===== src/rtl/uart_tx_sched.sv =====
// rtl/uart_tx_sched.sv - UART transmit scheduler: bus-fed byte FIFO that strobes the core only when idle
// Raises a level interrupt once the queue has drained and the core is quiet.
module uart_tx_sched #(
  parameter int DEPTH            = 8,
  parameter int CNT_W            = 4,
  parameter int RISCV_ADDR_WIDTH = 32,
  parameter int RISCV_WORD_WIDTH = 32
) (
  input  logic                        clk,
  input  logic                        rst_n,
  input  logic                        valid_i,
  output logic                        ready_o,
  input  logic [RISCV_ADDR_WIDTH-1:0] addr_i,
  input  logic [RISCV_WORD_WIDTH-1:0] wdata_i,
  input  logic [3:0]                  we_i,
  output logic [RISCV_WORD_WIDTH-1:0] rdata_o,
  output logic                        uart_transmit_o,
  output logic [7:0]                  uart_tx_byte_o,
  input  logic                        uart_is_transmitting_i,
  output logic                        irq_o
);

  localparam int PTR_W = CNT_W - 1;

  typedef enum logic [1:0] {
    S_IDLE,
    S_LAUNCH,
    S_WAIT_START,
    S_WAIT_DONE
  } state_t;

  logic [7:0]       mem [DEPTH];
  logic [PTR_W-1:0] rd_ptr;
  logic [PTR_W-1:0] wr_ptr;
  logic [CNT_W-1:0] count;
  logic             overflow;
  logic             irq_en;
  state_t           state;
  logic [3:0]       timer;

  logic wr_commit, sel_txq, sel_status, sel_ctrl;
  logic empty, full, busy, push, push_ok, launch;
  logic [RISCV_WORD_WIDTH-1:0] status_word;
  logic [RISCV_WORD_WIDTH-1:0] rd_mux;
  logic unused_bits;

  assign unused_bits = ^{addr_i[RISCV_ADDR_WIDTH-1:4], wdata_i[RISCV_WORD_WIDTH-1:8]};

  // ready_o is the registered echo of valid_i, so a held request commits on its second cycle only
  assign wr_commit  = valid_i && ready_o && (|we_i);
  assign sel_txq    = (addr_i[3:0] == 4'h0);
  assign sel_status = (addr_i[3:0] == 4'h4);
  assign sel_ctrl   = (addr_i[3:0] == 4'h8);

  assign empty   = (count == '0);
  assign full    = (count == CNT_W'(DEPTH));
  assign busy    = (state != S_IDLE) || uart_is_transmitting_i;
  assign push    = wr_commit && sel_txq;
  assign push_ok = push && !full;
  assign launch  = (state == S_IDLE) && !empty && !uart_is_transmitting_i;

  always_comb begin
    status_word              = '0;
    status_word[0]           = busy;
    status_word[1]           = empty;
    status_word[2]           = full;
    status_word[3]           = overflow;
    status_word[8 +: CNT_W]  = count;
    rd_mux                   = '0;
    if (sel_status) begin
      rd_mux = status_word;
    end else if (sel_ctrl) begin
      rd_mux[0] = irq_en;
    end
  end

  always_ff @(posedge clk or negedge rst_n) begin
    if (!rst_n) begin
      ready_o  <= 1'b0;
      rdata_o  <= '0;
      irq_en   <= 1'b0;
      overflow <= 1'b0;
    end else begin
      ready_o <= valid_i;
      if (valid_i) begin
        rdata_o <= rd_mux;
      end
      if (wr_commit && sel_ctrl) begin
        irq_en <= wdata_i[0];
      end
      // A push into a full queue is dropped even when a pop frees a slot on the same edge
      if (push && full) begin
        overflow <= 1'b1;
      end else if (wr_commit && sel_ctrl && wdata_i[1]) begin
        overflow <= 1'b0;
      end
    end
  end

  always_ff @(posedge clk) begin
    if (push_ok) begin
      mem[wr_ptr] <= wdata_i[7:0];
    end
  end

  always_ff @(posedge clk or negedge rst_n) begin
    if (!rst_n) begin
      rd_ptr <= '0;
      wr_ptr <= '0;
      count  <= '0;
    end else begin
      if (push_ok) begin
        wr_ptr <= wr_ptr + PTR_W'(1);
      end
      if (launch) begin
        rd_ptr <= rd_ptr + PTR_W'(1);
      end
      case ({push_ok, launch})
        2'b10:   count <= count + CNT_W'(1);
        2'b01:   count <= count - CNT_W'(1);
        default: count <= count;
      endcase
    end
  end

  always_ff @(posedge clk or negedge rst_n) begin
    if (!rst_n) begin
      state           <= S_IDLE;
      timer           <= 4'd0;
      uart_transmit_o <= 1'b0;
      uart_tx_byte_o  <= 8'h00;
    end else begin
      uart_transmit_o <= 1'b0;
      case (state)
        S_IDLE: begin
          if (launch) begin
            state           <= S_LAUNCH;
            uart_tx_byte_o  <= mem[rd_ptr];
            uart_transmit_o <= 1'b1;
          end
        end
        S_LAUNCH: begin
          state <= S_WAIT_START;
          timer <= 4'd0;
        end
        S_WAIT_START: begin
          // A core that never reports busy loses the byte; no retry is attempted
          if (uart_is_transmitting_i) begin
            state <= S_WAIT_DONE;
          end else if (timer == 4'd15) begin
            state <= S_IDLE;
          end else begin
            timer <= timer + 4'd1;
          end
        end
        S_WAIT_DONE: begin
          if (!uart_is_transmitting_i) begin
            state <= S_IDLE;
          end
        end
        default: state <= S_IDLE;
      endcase
    end
  end

  always_ff @(posedge clk or negedge rst_n) begin
    if (!rst_n) begin
      irq_o <= 1'b0;
    end else begin
      irq_o <= irq_en && empty && (state == S_IDLE) && !uart_is_transmitting_i;
    end
  end

endmodule

===== config.mk =====
export PLATFORM = sky130hd
export DESIGN_NAME = uart_tx_sched
export DESIGN_NICKNAME = d
export VERILOG_FILES = /design/src/rtl/uart_tx_sched.sv
export SDC_FILE = /design/constraint.sdc
export NUM_CORES = 1
export LEC_CHECK = 0
export ABC_CLOCK_PERIOD_IN_PS = 3160
export CORE_MARGIN = 1.5
export CORE_UTILIZATION = 38
export CTS_BUF_LIST = sky130_fd_sc_hd__clkbuf_8
export DETAILED_ROUTE_END_ITERATION = 8
export GPL_TIMING_DRIVEN = 1
export HOLD_SLACK_MARGIN = 0.1
export PLACE_DENSITY_LB_ADDON = 0.08
export SYNTH_ARGS = -nofsm -noshare
export SYNTH_HDL_FRONTEND = slang
export SYNTH_SLANG_ARGS = --single-unit

===== constraint.sdc =====
create_clock -name clk -period 3.16 [get_ports clk]
set_input_delay 0.632 -clock clk [delete_from_list [all_inputs] [get_ports clk]]
set_output_delay 0.632 -clock clk [all_outputs]
set_load 0.02 [all_outputs]

Word level (Yosys, flattened, before mapping):

Memories as Yosys holds them, arrays and structs flattened. A register that Yosys moved wholly into a read port is not among the register bits.
Cells that the tools add are included.

* add/sub/neg operators: 5
* equality and inequality tests: 14
* multiply operators: 0
* order comparisons: 0
* bitwise gates (word level): 0
* multiplexer cells: 18
* reductions and logical operators: 28
* divide/modulo/power cells: 0
* shifts and indexed selects: 0

Operator list (count)
* one-hot mux 4 bit (2 select lines): 2
* equality test 4 bit (second input constant): 3
* logical AND 1 bit: 12
* 2-to-1 mux 11 bit: 1
* adder 4 x 1 -> 4 bit (second input constant): 2
* zero test 4 bit: 2
* 2-to-1 mux 1 bit: 8
* 2-to-1 mux 2 bit: 4
* 2-to-1 mux 4 bit: 2
* inequality test 2 bit (second input constant): 4
* one-hot mux 2 bit (4 select lines): 1
* nonzero test 2 bit: 4
* adder 3 x 1 -> 3 bit (second input constant): 2
* equality test 2 bit (second input constant): 3
* AND reduction 3 bit: 2
* equality test 2 x 1 -> 1 bit (second input constant): 2
* equality test 4 x 3 -> 1 bit (second input constant): 1
* zero test 1 bit: 4
* OR reduction 4 bit: 1
* subtractor 4 x 1 -> 4 bit (second input constant): 1
* inequality test 3 bit (second input constant): 1
* zero test 2 bit: 1
* AND reduction 2 bit: 1
* logical OR 1 bit: 1

* word-level logic and storage cells: 77
* latch bits: 0
* input bits: 72
* bits in registers: 53
* memories: 1
* output and inout bits: 43
* memory bits (writable): 64
* memory bits (read-only): 0

Memory list
* mem: words 8, width 8, rd ports 1, clocked after Yosys merged registers in 1, write ports 1, RTL line 32 `logic [7:0] mem [DEPTH];`

Longest topological paths before layout:

Gate-level depths: netlist of run 1.

* depth after elaboration: 6
* depth in mapped cells: 12
* mapped depth without buffers: 10

Worst setup path after synthesis of run 1:

No wires, ideal clock.

* path type: input port to flip-flop
* start: input addr_i[2]
* end: memory mem[1][0], enable pin
* buffers on the path: 1
* cell stages on the path: 5
* data required time: 2762 ps
* library setup time: 398 ps
* path slack: 611 ps
* arrival: 2151 ps
* cell sequence: nand3b_1 nor2_1 nand3_1 buf_4 nor4b_1

* longest elaborated chain between the ends: 5

RTL lines
* start: declaration: RTL line 13 `input logic [RISCV_ADDR_WIDTH-1:0] addr_i,`
* zero test 4 bit: RTL line 51 `assign sel_txq = (addr_i[3:0] == 4'h0);`
* logical AND 1 bit: RTL line 58 `assign push = wr_commit && sel_txq;`
* logical AND 1 bit: RTL line 59 `assign push_ok = push && !full;`
* 2-to-1 mux 1 bit: RTL line 101 `if (push_ok) begin`
* 2-to-1 mux 1 bit (not written as such): RTL line 102 `mem[wr_ptr] <= wdata_i[7:0];`
* end: declaration: RTL line 32

Every way passes these cells.

Worst setup path after layout of run 1:

* start: input we_i[1]
* end: register count[2]

* longest elaborated chain between the ends: 6
* elaborated cells between the ends (all ways): 8
* classes of those cells: 2 x eq/ne; 1 x mux; 5 x reduce/logical

RTL lines
* start: declaration: RTL line 15 `input logic [3:0] we_i,`
* OR reduction 4 bit (*): RTL line 50 `assign wr_commit = valid_i && ready_o && (|we_i);`
* logical AND 1 bit (*): RTL line 50
* logical AND 1 bit (*): RTL line 58
* logical AND 1 bit (*): RTL line 59
* equality test 2 x 1 -> 1 bit or equality test 2 bit (tied branches): RTL line 118 `case ({push_ok, launch})`
* one-hot mux 4 bit (2 select lines) or nonzero test 2 bit (tied branches)
* end signal: assignment: RTL line 119 `2'b10: count <= count + CNT_W'(1);`
* end signal: assignment: RTL line 120 `2'b01: count <= count - CNT_W'(1);`
* end signal: assignment: RTL line 121 `default: count <= count;`
* end: declaration: RTL line 35 `logic [CNT_W-1:0] count;`

Every way passes the cells marked *; elsewhere a longest branch is shown, timed or not.
A chain may end at the register's enable or synchronous reset.

==> run metrics, run 1 <==
clock buffer count from CTS 9; DP Wirelength 5050 µm; Critical Path RT 3.41 ns; LEAKAGE 1.87 nW; Iter 0 DRT Violations 86; starting density of the core 39.2%; FMAX 385 MHz; fin crit period 2.60 ns; placed cells ~450; Reg area approximately 0.0028 mm²; Clock transition at path regs ~0.10 ns; crit path max-delay cell type nor4_1; quantity of gates resized following cts 0; unrepaired setup endpoints after global routing false; Worst Setup End Kind flip-flop; max_cap viols 0; total track usage 14.2%; first-pass GRT wire length between 10000 and 15000 µm; Reg2Reg Launch Point count[1]; P per Cell Area roughly 730 mW/mm²; Die W roughly 110 µm; worst-margin pin slew 0.908 ns; yosys warns 0; Placed Area 0.00482 mm²; sequential share of the synthesized area 66.4%; Post-synth EDFFs 64; Netlist Area Pre-Place approximately 0.0043 mm²; Total Wirelength between 7000 and 8000 µm; worst r2r dst count[2]; final hold slack 0.391 ns; critical path type in -> reg; Routability Congestion 0.746; vias roughly 2.3k; average size of a mapped cell 15.7 µm²; Final Cycle Share 82.2%; CP most frequent cell xor2_1; Setup-failing EPs final 0; vias in the first global route between 2k and 2.5k; footprint of the multi-input gates 0.00128 mm²; Worst Hold Class in -> async; DR DRC count 0; # nets final 402; slew margin rel. 39.5%; clk root buf clkbuf_8; CP max FO 5; aggregate global routing overflow 0; I/O pin cnt 115; Antenna Nets Post-Route 0; Worst Setup Start Kind input pin; cts hold-fix bufs 0; clk sinks 101; synth unique cells 45; clk_lat worst skew 0.37 ns; setup_tns 0 ns; asr flop ratio synth between 30% and 40%; synth cell count leaders 64 x edfxtp_1, 37 x dfrtp_1, 26 x buf_4; most frequent cell after synthesis edfxtp_1; initial antenna violation count 0; dominant synthesized flop cell edfxtp_1; worst path arrival time 2.85 ns; Avg WL per Cell 16.5 µm; CP Cell Sequence clkdlybuf4s50_1, nor4_1, nor2_1, nand3_1, ha_1, xor2_1, ha_1, a21oi_1, xor2_1, nor2_1, xor2_1; CTS max path bufs 2; area share of the leading cell type in the synthesized netlist around 45%; die height roughly 110 µm; layout cell share with drive strength beyond 1 between 10% and 20%; area grow syn2layout 17.4%; Rows 38; CP max stage delay 0.42 ns; reg2reg setup slack about 0.7 ns; final instance area 0.00503 mm²; Max Clock Skew between 0.015 and 0.02 ns; Antenna diodes 0; Core Area 0.0109 mm²; max-slew violations 0; TritonCTS clock tree done; final total power roughly 3.7 mW; DIE AREA about 0.012 mm²; port bufs 38; final-layout fill cell count 964; outcome finished, final reports clean; Post-CTS Setup Inserts 0; Worst VDD drop 344 µV; H-tree depth 3; Mapped Cells 274; Pre-Repair DR Iteration Count 4; R2R depth 10; final hold violation count 0; Non-Filler Instances 469; Yosys top cell by area edfxtp_1; vias per cell 4.90; largest net degree at the start of global routing 38; number of synthesized register bits 101; synth top area cells edfxtp_1 45%, dfrtp_1 22%, mux4_2 8.4%
layout make-up:
class,count,area share [%]
Inverter,6,0.447
Clock inverter,7,1.84
Tap cell,140,3.48
Timing Repair Buffer,53,9.69
Multi-Input combinational cell,153,25.5
Sequential cell,101,56.6
Clock buffer,9,2.46
registers in the layout (all words and copies together) (netlist names):
register / flops
mem: 64
rdata_o: 8
uart_tx_byte_o: 8
count: 4
timer: 4
rd_ptr: 3
wr_ptr: 3
state: 2
irq_en: 1
irq_o: 1
overflow: 1
ready_o: 1
uart_transmit_o: 1
metrics by stage:
step	worst slack, ns	utilization, %
6_report	0.561	46.0
5_1_grt	0.361	46.0
4_1_cts	0.563	46.0
3_5_place_dp	0.169	44.1
3_3_place_gp	0.207	44.1
2_1_floorplan	0.611	-
kinds of logic after synthesis:
| family | Yosys count | synth area share, % |
|---|---|---|
| fa+ha+maj | 6 | 1.75 |
| compound gates | 34 | 5.28 |
| mux | 28 | 11.3 |
| simple gates | 52 | 6.80 |
| buf+inv | 43 | 6.56 |
| other cells | 1 | 0.0874 |
| xor+xnor | 9 | 1.84 |
| flops | 101 | 66.4 |
worst max path at each step:
stage,slack [ns],endpoint,startpoint,cells past startpoint
floorplan,0.61,mem[1][0],addr_i[2],5
global placement,0.21,count[2],we_i[1],11
detailed placement,0.17,count[2],we_i[1],11
CTS,0.56,count[2],we_i[1],11
global route,0.36,count[2],we_i[1],11
finish,0.56,count[2],we_i[1],11
critical path, delay by kind of cell:
family / cells / cell delay [ns]
xor gates and xnor gates: 3 / 0.41
and+or+nand+nor: 4 / 0.78
adders and majority gates: 2 / 0.47
AOI/OAI and AO/OA: 1 / 0.15
buffers and inverters: 1 / 0.40
placed cells by master (no fill, tap or decap), drive strengths merged, types with 3 or more instances in the layout:
cell type,count
a22o,6
mux2,4
clkinv,4
dfrtp,37
xor2,5
inv,8
a21oi,13
mux4,16
clkbuf,9
buf,16
clkdlybuf4s50,37
conb,24
xnor2,4
nor4,7
o21ai,4
nand3,4
nor2,12
mux2i,8
a31oi,3
edfxtp,64
nor3,8
nand2,7
ha,6
routing by layer:
| layer | routed length, µm | global-route usage (%) |
|---|---|---|
| met4 | 37 | 4.45 |
| met3 | 289 | 3.65 |
| met2 | 3740 | 22.4 |
| met1 | 3680 | 19.2 |
| met5 | 0 | 0 |
power by group:
part           switching, mW  leakage [nW]  internal [mW]
Combinational          0.426         0.716          0.540
Sequential             0.289          1.04           1.55
Clock                  0.479         0.109          0.387
Total                   1.19          1.87           2.48
Note: power is estimated with default switching activity, not from simulation.
==> run 2: changes to the inputs <==
ABC_CLOCK_PERIOD_IN_PS = 2500   (was 3160)
clock period = 2.5 ns   (was 3.16 ns; I/O delays follow)
==> run metrics, run 2 (synthesis results as in run 1) <==
outcome finished, final reports clean (unchanged); Gate power share 30.8% (was 26.3%); Int Power 3.07 mW (was 2.48 mW); H-tree depth 3 (unchanged); Total Wirelength 7930 µm (was 7740 µm); fin crit period 2.30 ns; Switching Fraction 32.4% (was 32.5%); sequential share of power 48.8% (was 50.1%); die height 109 µm (unchanged); commonest non-fill, non-tap cell in the layout edfxtp_1 (unchanged); TritonCTS clock tree done (unchanged); Final Cycle Share ~92%; Worst Setup Start Kind input pin (unchanged); Pre-Repair DR Iteration Count 4 (unchanged); CTS max path bufs 2 (unchanged); Critical Path RT 2.78 ns (was 3.41 ns); setup_tns 0 ns (unchanged); Core Area 0.0109 mm² (unchanged); Non-Filler Instances 489 (was 469); critical path type in -> reg (unchanged); Biggest register mem (unchanged); Routability Congestion 0.697 (was 0.746); Rows 38 (unchanged); worst path arrival time 2.59 ns (was 2.85 ns); DP Wirelength 5350 µm (was 5050 µm); most frequent cells in the layout 64 x edfxtp_1, 37 x dfrtp_1, 37 x clkdlybuf4s50_1 (unchanged); max reg flops 64 (unchanged); Antenna diodes 0 (unchanged); port bufs 38 (unchanged); final core occ 47.1% (was 46.0%); clk_lat worst skew 0.35 ns (was 0.37 ns); Die W 109 µm (unchanged); final hold violation count 0 (unchanged); max_cap viols 0 (unchanged); Post-Place Worst Slack -0.231 ns (was 0.169 ns); clk sinks 101 (unchanged); worst-margin pin slew 0.529 ns (was 0.908 ns); initial antenna violation count 0 (unchanged); top flop regs mem (64), rdata_o (8), uart_tx_byte_o (8) (unchanged); vias in the first global route 2375 (was 2323); DR DRC count 0 (unchanged); clk root buf clkbuf_8 (unchanged); largest net degree at the start of global routing 22 (was 38); layout cell share with drive strength beyond 1 23.2% (was 18.8%); # nets final 422 (was 402); P_sw 1.47 mW (was 1.19 mW); Worst Hold Class reg -> reg (was in -> async); Antenna Nets Post-Route 0 (unchanged); I/O pin cnt 115 (unchanged); Worst VDD drop 458 µV (was 344 µV); starting density of the core 39.2% (unchanged); Clock transition at path regs 0.10 ns (about the same); total track usage 14.6% (was 14.2%); clock buffer count from CTS 9 (unchanged); max-slew violations 0 (unchanged); final-layout fill cell count 968 (was 964); clock network power share 20.4% (was 23.6%); P per Cell Area 880 mW/mm² (was 729 mW/mm²); LEAKAGE 1.94 nW (was 1.87 nW); Max Clock Skew 0.0154 ns (was 0.0160 ns); placed cells 472 (was 453); slew margin rel. 64.7% (was 39.5%); final worst-path setup slack 0.197 ns (was 0.561 ns); Setup-failing EPs final 0 (unchanged); area grow syn2layout 20.1% (was 17.4%); vias per cell 4.89 (was 4.90); DIE AREA 0.0119 mm² (unchanged); FMAX 434 MHz; CP max FO 5 (unchanged); first-pass GRT wire length 12600 µm (was 12300 µm); vias 2390 (was 2297); Avg WL per Cell 16.2 µm (was 16.5 µm); Iter 0 DRT Violations 94 (was 86); Worst Setup End Kind flip-flop (unchanged); aggregate global routing overflow 0 (unchanged); unrepaired setup endpoints after global routing false (unchanged)
## run 2: changes by cell type in the layout (fill, tap and decap cells not counted), sizes merged
cell,before,now
buf,16,35
dlygate4sd3,0,1
inv,8,7
clkinvlp,0,3
bufinv,1,0
clkinv,4,3
## run 2: worst max-delay path: stages
cell and delay (ns):
clkdlybuf4s50_1 0.42, nand3b_1 0.18, nor2_1 0.17, nand3_1 0.17, buf_4 0.17, ha_1 0.23
nand3b_1 0.17, a211o_1 0.26, a21oi_1 0.17, xor2_1 0.15
## run 2: worst paths after layout
kind,startpoint,slack (ns),cells past startpoint,end
max in group asynchronous,rst_n,1.33,3,uart_tx_byte_o[2]
setup reg to reg,count[2],0.28,8,count[3]
hold / removal,rdata_o[0],0.50,2,rdata_o[0]
hold reg to reg,rdata_o[0],0.50,2,rdata_o[0]
min in group asynchronous,rst_n,0.63,2,rdata_o[10]
setup / recovery,addr_i[2],0.20,10,count[3]
## run 2: repair_timing
item / CTS / global route
hold endpoints to repair: 2 / 0
setup buffers: 0 / 0
setup endpoints to repair: 0 / 2
resized for setup: 0 / 1
hold buffers: 1 / 0
## run 2: cell type report
type	instances	area, µm²	share of cell area [%]
multi-input combinational	153	1290	25.1
inverter	6	22.5	0.437
tap	140	175	3.40
clock buffer	9	124	2.40
clock inverter	7	51.3	0.996
sequential	101	2850	55.3
timing repair buffer	73	641	12.4
## run 2: power by group through the flow
stage | Clock [mW] | Sequential [mW] | Combinational, mW
2_1_floorplan | 0 | 2.20 | 1.04
3_3_place_gp | 0 | 2.26 | 1.41
3_5_place_dp | 0 | 2.26 | 1.42
4_1_cts | 0.962 | 2.23 | 1.43
5_1_grt | 1.03 | 2.26 | 1.55
6_report | 0.927 | 2.21 | 1.39
## run 2: layer usage
| metal | routed length, µm | GRT usage (%) | vias to the layer above |
|---|---|---|---|
| met5 | 0 | 0 | - |
| met4 | 78 | 3.90 | 0 |
| met3 | 234 | 3.47 | 7 |
| met2 | 3860 | 23.4 | 51 |
| met1 | 3760 | 20.0 | 1207 |
| li1 | - | - | 1125 |
## run 2: per-stage QoR
stage	hold WS, ns	area [µm²]	total power [mW]
detailed placement	0.483	4960	3.69
global route	0.542	5150	4.84
global placement	0.486	4960	3.67
finish	0.497	5150	4.54
CTS	0.508	5150	4.62
floorplan	0.204	4380	3.25
